==> src/rtl/tpu_ctrl_pkg.sv <==
// Shared definitions for the systolic array controller: FSM state encoding
// and default array geometry.
package tpu_ctrl_pkg;

  typedef enum logic [1:0] {
    IDLE    = 2'd0,
    LOAD_W  = 2'd1,
    COMPUTE = 2'd2,
    DONE    = 2'd3
  } state_e;

  localparam int DEF_N        = 2;
  localparam int DEF_MAX_ROWS = 16;

endpackage

==> src/rtl/skew_window.sv <==
// Skew window for one lane or column: enabled while 0 <= s - offset < r,
// and the in-window index is presented as the row address.
module skew_window #(
  parameter int RW = 5,
  parameter int SW = 6
) (
  input  logic [SW-1:0] s,
  input  logic [SW-1:0] offset,
  input  logic [RW-1:0] r,
  output logic          en,
  output logic [RW-1:0] addr
);

  logic signed [SW:0] diff;

  always_comb begin
    diff = $signed({1'b0, s}) - $signed({1'b0, offset});
    en   = !diff[SW] && (diff[SW-1:0] < SW'(r));
    addr = en ? diff[RW-1:0] : '0;
  end

endmodule

==> src/rtl/systolic_ctrl.sv <==
// Control sequencer for an N x N weight-stationary systolic array: loads
// weight rows, then streams skewed input rows and captures skewed results.
module systolic_ctrl
  import tpu_ctrl_pkg::*;
#(
  parameter int N        = DEF_N,
  parameter int MAX_ROWS = DEF_MAX_ROWS,
  localparam int RW      = $clog2(MAX_ROWS + 1),
  localparam int WRW     = (N > 1) ? $clog2(N) : 1
) (
  input  logic              clk,
  input  logic              reset,
  input  logic              start,
  input  logic [RW-1:0]     num_rows,
  output logic              busy,
  output logic              done,
  output logic [N-1:0]      load_weight,
  output logic [WRW-1:0]    w_row,
  output logic              valid,
  output logic [N-1:0]      lane_en,
  output logic [N*RW-1:0]   a_addr,
  output logic [N-1:0]      out_wr_en,
  output logic [N*RW-1:0]   out_addr
);

  // The step counter doubles as the weight-row index during LOAD_W and must
  // reach R+2N-2 during COMPUTE.
  localparam int SW = $clog2(MAX_ROWS + 2 * N);

  state_e            state_q, state_d;
  logic [SW-1:0]     cnt_q, cnt_d;
  logic [RW-1:0]     r_q, r_d;
  logic [SW-1:0]     last_s;

  logic              busy_q, busy_d;
  logic              done_q, done_d;
  logic              valid_q, valid_d;
  logic [N-1:0]      load_weight_q, load_weight_d;
  logic [WRW-1:0]    w_row_q, w_row_d;
  logic [N-1:0]      lane_en_q, lane_en_d;
  logic [N*RW-1:0]   a_addr_q, a_addr_d;
  logic [N-1:0]      out_wr_en_q, out_wr_en_d;
  logic [N*RW-1:0]   out_addr_q, out_addr_d;

  logic [N-1:0]      lane_en_w;
  logic [RW-1:0]     lane_addr_w [N];
  logic [N-1:0]      col_en_w;
  logic [RW-1:0]     col_addr_w [N];

  always_comb begin
    state_d = state_q;
    cnt_d   = cnt_q;
    r_d     = r_q;
    last_s  = SW'(r_q) + SW'(2 * N - 2);
    case (state_q)
      IDLE: begin
        if (start) begin
          r_d     = (num_rows > RW'(MAX_ROWS)) ? RW'(MAX_ROWS) : num_rows;
          cnt_d   = '0;
          state_d = (num_rows == '0) ? DONE : LOAD_W;
        end
      end
      LOAD_W: begin
        if (cnt_q == SW'(N - 1)) begin
          cnt_d   = '0;
          state_d = COMPUTE;
        end else begin
          cnt_d = cnt_q + 1'b1;
        end
      end
      COMPUTE: begin
        if (cnt_q == last_s) begin
          cnt_d   = '0;
          state_d = DONE;
        end else begin
          cnt_d = cnt_q + 1'b1;
        end
      end
      DONE: begin
        r_d     = '0;
        state_d = IDLE;
      end
      default: begin
        cnt_d   = '0;
        r_d     = '0;
        state_d = IDLE;
      end
    endcase
  end

  // Windows evaluate the next step so the registered outputs line up with
  // the state they describe.
  for (genvar i = 0; i < N; i++) begin : g_win
    skew_window #(.RW(RW), .SW(SW)) u_lane (
      .s      (cnt_d),
      .offset (SW'(i)),
      .r      (r_d),
      .en     (lane_en_w[i]),
      .addr   (lane_addr_w[i])
    );
    skew_window #(.RW(RW), .SW(SW)) u_col (
      .s      (cnt_d),
      .offset (SW'(N + i)),
      .r      (r_d),
      .en     (col_en_w[i]),
      .addr   (col_addr_w[i])
    );
  end

  always_comb begin
    busy_d        = (state_d != IDLE);
    done_d        = (state_d == DONE);
    valid_d       = (state_d == COMPUTE);
    load_weight_d = (state_d == LOAD_W) ? (N'(1) << cnt_d) : '0;
    w_row_d       = (state_d == LOAD_W) ? cnt_d[WRW-1:0] : '0;
    lane_en_d     = '0;
    a_addr_d      = '0;
    out_wr_en_d   = '0;
    out_addr_d    = '0;
    for (int i = 0; i < N; i++) begin
      lane_en_d[i]   = valid_d & lane_en_w[i];
      out_wr_en_d[i] = valid_d & col_en_w[i];
      if (lane_en_d[i])   a_addr_d[i*RW +: RW]   = lane_addr_w[i];
      if (out_wr_en_d[i]) out_addr_d[i*RW +: RW] = col_addr_w[i];
    end
  end

  always_ff @(posedge clk or posedge reset) begin
    if (reset) begin
      state_q       <= IDLE;
      cnt_q         <= '0;
      r_q           <= '0;
      busy_q        <= 1'b0;
      done_q        <= 1'b0;
      valid_q       <= 1'b0;
      load_weight_q <= '0;
      w_row_q       <= '0;
      lane_en_q     <= '0;
      a_addr_q      <= '0;
      out_wr_en_q   <= '0;
      out_addr_q    <= '0;
    end else begin
      state_q       <= state_d;
      cnt_q         <= cnt_d;
      r_q           <= r_d;
      busy_q        <= busy_d;
      done_q        <= done_d;
      valid_q       <= valid_d;
      load_weight_q <= load_weight_d;
      w_row_q       <= w_row_d;
      lane_en_q     <= lane_en_d;
      a_addr_q      <= a_addr_d;
      out_wr_en_q   <= out_wr_en_d;
      out_addr_q    <= out_addr_d;
    end
  end

  assign busy        = busy_q;
  assign done        = done_q;
  assign valid       = valid_q;
  assign load_weight = load_weight_q;
  assign w_row       = w_row_q;
  assign lane_en     = lane_en_q;
  assign a_addr      = a_addr_q;
  assign out_wr_en   = out_wr_en_q;
  assign out_addr    = out_addr_q;

endmodule
==> config.mk <==
export PLATFORM = sky130hd
export DESIGN_NAME = systolic_ctrl
export DESIGN_NICKNAME = d
export VERILOG_FILES = /design/src/rtl/tpu_ctrl_pkg.sv /design/src/rtl/skew_window.sv /design/src/rtl/systolic_ctrl.sv
export SDC_FILE = /design/constraint.sdc
export NUM_CORES = 1
export LEC_CHECK = 0
export ABC_AREA = 0
export CAP_MARGIN = 20
export CORE_MARGIN = 2
export CORE_UTILIZATION = 54
export DETAILED_ROUTE_END_ITERATION = 8
export PLACE_DENSITY_LB_ADDON = 0.2
export SYNTH_ARGS = -nofsm -noshare
export SYNTH_HDL_FRONTEND = slang
export SYNTH_SLANG_ARGS = --single-unit
==> constraint.sdc <==
create_clock -name clk -period 4.7 [get_ports clk]
set_clock_uncertainty 0.1 [all_clocks]
set_input_delay 0.47 -clock clk [delete_from_list [all_inputs] [get_ports clk]]
set_output_delay 0.47 -clock clk [all_outputs]
set_load 0.01 [all_outputs]
==> results.yml, run 1 <==
outcome:
  status: "finished clean"
cells_and_area:
  area_growth_pct: 22.6
  nets: 322
  finalNonFillerCells: 339
  final_cell_mix: "dfrtp_1 (42), clkdlybuf4s50_1 (37), ha_1 (28)"
  multiInputGateArea_mm2: 0.00127
  seq_area_mm2: 0.00105
  antenna_cells: 0
  design_area_mm2: 0.00300
  drive_gt1_frac: 0.0871
  fillCellCount: 342
  layout_commonest_cell: "dfrtp_1"
job:
  maxCapViolations: 0
die:
  std_cell_rows: 24
  io_pins: 38
  core_area_mm2: 0.00435
  dieArea_mm2: 0.00509
  die_y_um: 71.3
  start_util: 0.562
  die_w_um: 71.3
worst_setup_path:
  cp_cell_sequence: "xor2_1 -> xnor2_1 -> o21ai_2 -> a2111oi_1 -> a21oi_2 -> ha_1 -> inv_1 -> o21ai_0 -> xnor2_1 -> inv_1 -> ha_1 -> nor2b_1 -> o21ai_0 -> nand2b_1 -> a2111o_1 -> a311oi_1"
  crit_path_end_kind: "register"
  cp_slowest_stage_delay_ns: 0.60
  arrival_ns: 4.31
  cp_data_required_time_ns: 4.80
  cpLargestDelayFamily: "compound AO/OA/AOI/OAI gates"
  start_kind: "register"
  crit_type: "reg2reg"
  path_max_fanout: 7
  path_buf_inv: 2
  slowest_stage: "a2111oi_1"
route:
  ant_nets: 0
  route.detailed.wl_per_inst_um: 14.9
  drc: 0
  drt_iter0_markers: 129
  dr.pass1.iters: 5
  dr_total_vias: 1865
  viasPerCell: 5.50
  finalWirelength_mm: 5.07
grt:
  grt_pass1_wl_mm: 8.51
  grtUsageTotal: 0.214
  overflow: 0
  grt_pass1_vias: 1812
  antenna_found_initial: 0
  grt_start_max_net_pins: 43
logic_synthesis:
  syn_avg_cell_area_um2: 10.2
  yosysSeqAreaShare: 0.429
  async_flop_share: 1.00
  synth_ff_type: "dfrtp_1"
  syn_area_mm2: 0.00245
  synth_edf_count: 0
  yosys.cell_types.count: 52
  synthCells: 241
  yosysWarnings: 0
  syn_nets: 277
  ys_ff_latch: 42
timing:
  worst_slew_margin_rel: 0.510
  setup_violations: 0
  maxSlewViolCount: 0
  fmax_mhz: 238
  fin_crit_ns: 4.21
  tns_ns: 0
  rsz0062_at_grt: "no"
  hold_viol: 0
  setup_ws_ns: 0.490
  tightestPinTransition_ns: 0.735
  layout_worst_path_cycle_share: 0.896
cts:
  insertion_delay_ns: 0.29
  clk_path_buf_depth: 2
  clock-sinks: 42
  post_cts_buffers: 0
  cts_buffers: 5
  clk_pin_slew_ns: 0.08
  clockRootBuffer: "clkbuf_8"
  cts_htree_levels: 2
  cts_tree: "done"
pwr:
  p_switching_mw: 0.928
  combinationalPowerShare: 0.637
  intPower_mw: 1.14
  peakVddDrop_uv: 503
  seq_power_share: 0.250
  power_mw: 2.07
  swShare: 0.449
  p_per_area_mw_per_mm2: 689
  total_leakage_power_nw: 1.47
  clkPwrFrac: 0.113
placement:
  finalWeightedCongestion: 0.898
  placed_cell_area_mm2: 0.00291
  io_buffers: 37
  detailedPlace.worstSlack_ns: 0.252
  dp_cells: 331
  dp_hpwl_mm: 3.83
worst_hold_path:
  hold_class: "in2async"
[final timing paths]
check | from | slack [ns] | cells past startpoint | end
max in group asynchronous | reset | 3.66 | 3 | cnt_q[3]
max reg2reg | cnt_q[4] | 0.49 | 16 | a_addr[9]
max | cnt_q[4] | 0.49 | 16 | a_addr[9]
min reg2reg | state_q[0] | 0.61 | 2 | state_q[0]
min in group clk | state_q[0] | 0.61 | 2 | state_q[0]
min | reset | 0.49 | 3 | lane_en[0]
[layout make-up]
class                           count  share of cell area
Clock buffer                        7              0.0288
Clock inverter                      1             0.00167
Inverter                           29              0.0363
Multi-Input combinational cell    165               0.423
Sequential cell                    42               0.350
Tap cell                           52              0.0217
Timing Repair Buffer               43               0.138
[tightest hold or removal path: cells and delay by family]
kind | cells | cell delay (ns)
buffers and inverters | 3 | 0.86
[stage by stage]
stage / hold WS, ns / util
floorplan: 0.470 / -
global placement: 0.582 / 0.667
detailed placement: 0.596 / 0.667
CTS: 0.519 / 0.688
global route: 0.546 / 0.689
finish: 0.492 / 0.689
[per-layer routing]
layer  global-route usage  up-vias  wire (µm)
met5                    0        -          0
met4               0.0755        0         63
met3               0.0408        7        170
met2                0.344       35       2360
met1                0.293      894       2480
li1                     -      929          -
[logic make-up (layout without fill, tap and decap cells)]
kind of cell | Yosys count | count (layout) | synth area share
compound gates | 50 | 50 | 0.156
xor+xnor | 12 | 12 | 0.0486
fa+ha+maj | 28 | 28 | 0.143
buf+inv | 34 | 80 | 0.0537
flops | 42 | 42 | 0.429
simple gates | 75 | 75 | 0.169
[cell usage after synthesis (all sizes together), types with 2 or more instances]
master | n | area share
a311oi | 2 | 0.0097
nand2b | 5 | 0.013
nor3 | 5 | 0.012
o21ai | 8 | 0.018
xor2 | 4 | 0.014
and2 | 7 | 0.018
a2111oi | 2 | 0.0072
or4 | 2 | 0.0061
dfrtp | 42 | 0.43
inv | 28 | 0.043
clkbuf | 2 | 0.0031
ha | 28 | 0.14
or4b | 2 | 0.0082
a21oi | 13 | 0.027
buf | 3 | 0.0061
a221oi | 2 | 0.0097
nand4 | 4 | 0.013
nor2b | 5 | 0.013
a22oi | 7 | 0.024
nand3 | 5 | 0.010
nor4 | 2 | 0.0051
nand2 | 11 | 0.017
a21o | 4 | 0.012
nor2 | 22 | 0.034
xnor2 | 7 | 0.025
[registers in the layout, indices dropped and copies added (netlist names), 2 cells and up]
name         flops
out_wr_en        2
cnt_q            5
lane_en          2
a_addr          10
load_weight      2
r_q              5
out_addr        10
state_q          2
[power by group through the flow]
stage | combinational, mW | clock [mW] | sequential (mW)
2_1_floorplan | 0.910 | 0 | 0.536
3_3_place_gp | 1.29 | 0 | 0.522
3_5_place_dp | 1.31 | 0 | 0.524
4_1_cts | 1.32 | 0.237 | 0.518
5_1_grt | 1.50 | 0.254 | 0.530
6_report | 1.32 | 0.234 | 0.517
[timing repair]
item                       CTS  global route
setup endpoints to repair    0             6
resized for setup            0             2
hold endpoints to repair     0             0
hold buffers                 0             0
(Power assumes the default switching activity.)
==> run 2: changes to the inputs <==
Settings changed: CORE_UTILIZATION 54 to 58.
Clock period 4.7 ns to 5.45 ns, I/O delays scaled along.
==> run 2 against run 1 <==
Against the previous run: clock power down 12%; via count up 1.6%; first-iteration DRC count down 25%; setup slack better by 0.43 ns; largest cell class unchanged; largest power group unchanged.
==> results.yml, run 2 (same netlist as run 1, synthesis figures left out) <==
pwr:
  intPower_mw: 0.965
  p_switching_mw: 0.843
  clkPwrFrac: 0.114
  p_per_area_mw_per_mm2: 608
  total_leakage_power_nw: 1.45
  combinationalPowerShare: 0.638
  swShare: 0.466
  peakVddDrop_uv: 371
  seq_power_share: 0.248
worst_setup_path:
  start_kind: "register"
  cp_slowest_stage_delay_ns: 0.68
  slowest_stage: "a21oi_1"
  cpLargestDelayFamily: "compound AO/OA/AOI/OAI gates"
  path_buf_inv: 3
  path_max_fanout: 7
  arrival_ns: 4.63
  crit_type: "reg2reg"
  crit_path_end_kind: "register"
  cp_cell_sequence: "inv_1 -> ha_1 -> nand2b_1 -> nand2_1 -> a21oi_1 -> o21ai_1 -> a21oi_1 -> ha_1 -> inv_1 -> o21ai_0 -> xnor2_1 -> inv_1 -> ha_1 -> nor2b_1 -> o21ai_0 -> nand2b_1 -> a2111o_1 -> a311oi_1"
  cp_data_required_time_ns: 5.56
grt:
  grt_pass1_vias: 1771
  antenna_found_initial: 0
  grtUsageTotal: 0.252
  grt_pass1_wl_mm: 8.49
  grt_start_max_net_pins: 43
  overflow: 0
route:
  dr.pass1.iters: 5
  dr_total_vias: 1894
  viasPerCell: 5.67
  routedLengthMet1_mm: 2.35
  drt_iter0_markers: 97
  route.detailed.wl_per_inst_um: 16.0
  ant_nets: 0
  route.met3.wl_um: 278
  route.met2.wl_mm: 2.64
  drc: 0
  routed.top_layer: "met4"
  finalWirelength_mm: 5.33
timing:
  tns_ns: 0
  tightestPinTransition_ns: 0.801
  maxSlewViolCount: 0
  layout_worst_path_cycle_share: 0.830
  setup_violations: 0
  hold_viol: 0
  rsz0062_at_grt: "no"
  fmax_mhz: 221
  fin_crit_ns: 4.52
  worst_slew_margin_rel: 0.466
cts:
  clk_pin_slew_ns: 0.09
  clk_path_buf_depth: 2
  hold_buffers: 0
  cts_htree_levels: 2
  insertion_delay_ns: 0.30
  cts_resized: 0
  cts_tree: "done"
  cts_buffers: 5
  clockRootBuffer: "clkbuf_8"
  clock-sinks: 42
  post_cts_buffers: 0
die:
  core_area_mm2: 0.00403
  dieArea_mm2: 0.00476
  die_w_um: 69.0
  io_pins: 38
  std_cell_rows: 23
  die_y_um: 69.0
  start_util: 0.607
worst_hold_path:
  hold_class: "in2async"
cells_and_area:
  finalNonFillerCells: 334
  final_cell_mix: "dfrtp_1 (42), clkdlybuf4s50_1 (37), ha_1 (28)"
  multiInputGateArea_mm2: 0.00126
  antenna_cells: 0
  layout_commonest_cell: "dfrtp_1"
  drive_gt1_frac: 0.0775
  nets: 319
  seq_area_mm2: 0.00105
  fillCellCount: 288
  area_growth_pct: 21.5
placement:
  finalWeightedCongestion: 0.878
  io_buffers: 37
  dp_hpwl_mm: 4.02
  dp_cells: 326
job:
  maxCapViolations: 0
outcome:
  status: "finished clean"
-- run 2: cell count changes in the layout (fill, tap and decap cells not counted), sizes merged --
cell,change
inv,+1
clkbuf,-2
clkinvlp,+1
buf,-3
-- run 2: per-stage QoR --
stage               utilization  hold WS [ns]  instance area, µm²  worst slack [ns]  power [mW]
floorplan                     -         0.470                2450              1.65        1.25
global placement          0.715         0.578                2880             0.831        1.54
detailed placement        0.715         0.573                2880             0.752        1.58
CTS                       0.738         0.577                2970             0.941        1.80
global route              0.738         0.631                2970             0.497        1.97
finish                    0.738         0.562                2970             0.925        1.81
-- run 2: worst paths after layout --
| check | start | to | slack, ns | depth (start not counted) |
|---|---|---|---|---|
| max | state_q[0] | a_addr[9] | 0.93 | 18 |
| min | reset | lane_en[0] | 0.56 | 3 |
| max reg2reg | state_q[0] | a_addr[9] | 0.93 | 18 |
| min reg2reg | r_q[4] | r_q[4] | 0.60 | 2 |
| max in group asynchronous | reset | r_q[0] | 4.34 | 3 |
| min in group clk | r_q[4] | r_q[4] | 0.60 | 2 |
-- run 2: final cells by class --
| cell class | count | area share |
|---|---|---|
| clock buffers | 5 | 0.0231 |
| repair buffers | 40 | 0.132 |
| well taps | 50 | 0.0210 |
| clock inverters | 3 | 0.00841 |
| flip-flops and latches | 42 | 0.353 |
| inverters | 29 | 0.0366 |
| multi-input cells | 165 | 0.425 |
-- run 2: metal layers --
metal  track usage  vias to the layer above
met5             0                        -
met2         0.412                       54
met1         0.330                      908
met3        0.0536                        5
li1              -                      927
met4        0.0931                        0
-- run 2: power groups by stage --
stage               sequential (mW)  combinational [mW]  clock [mW]
floorplan                     0.462               0.785           0
global placement              0.450                1.09           0
detailed placement            0.453                1.13           0
CTS                           0.448                1.14       0.210
global route                  0.457                1.29       0.223
finish                        0.448                1.15       0.206
-- run 2: worst register-to-register path: stages (launching register included) --
cell and delay (ns):
dfrtp_1 0.50, inv_1 0.10, ha_1 0.34, nand2b_1 0.19
nand2_1 0.14, a21oi_1 0.14, o21ai_1 0.15, a21oi_1 0.68
ha_1 0.29, inv_1 0.04, o21ai_0 0.21, xnor2_1 0.20
inv_1 0.08, ha_1 0.29, nor2b_1 0.13, o21ai_0 0.14
nand2b_1 0.07, a2111o_1 0.43, a311oi_1 0.23
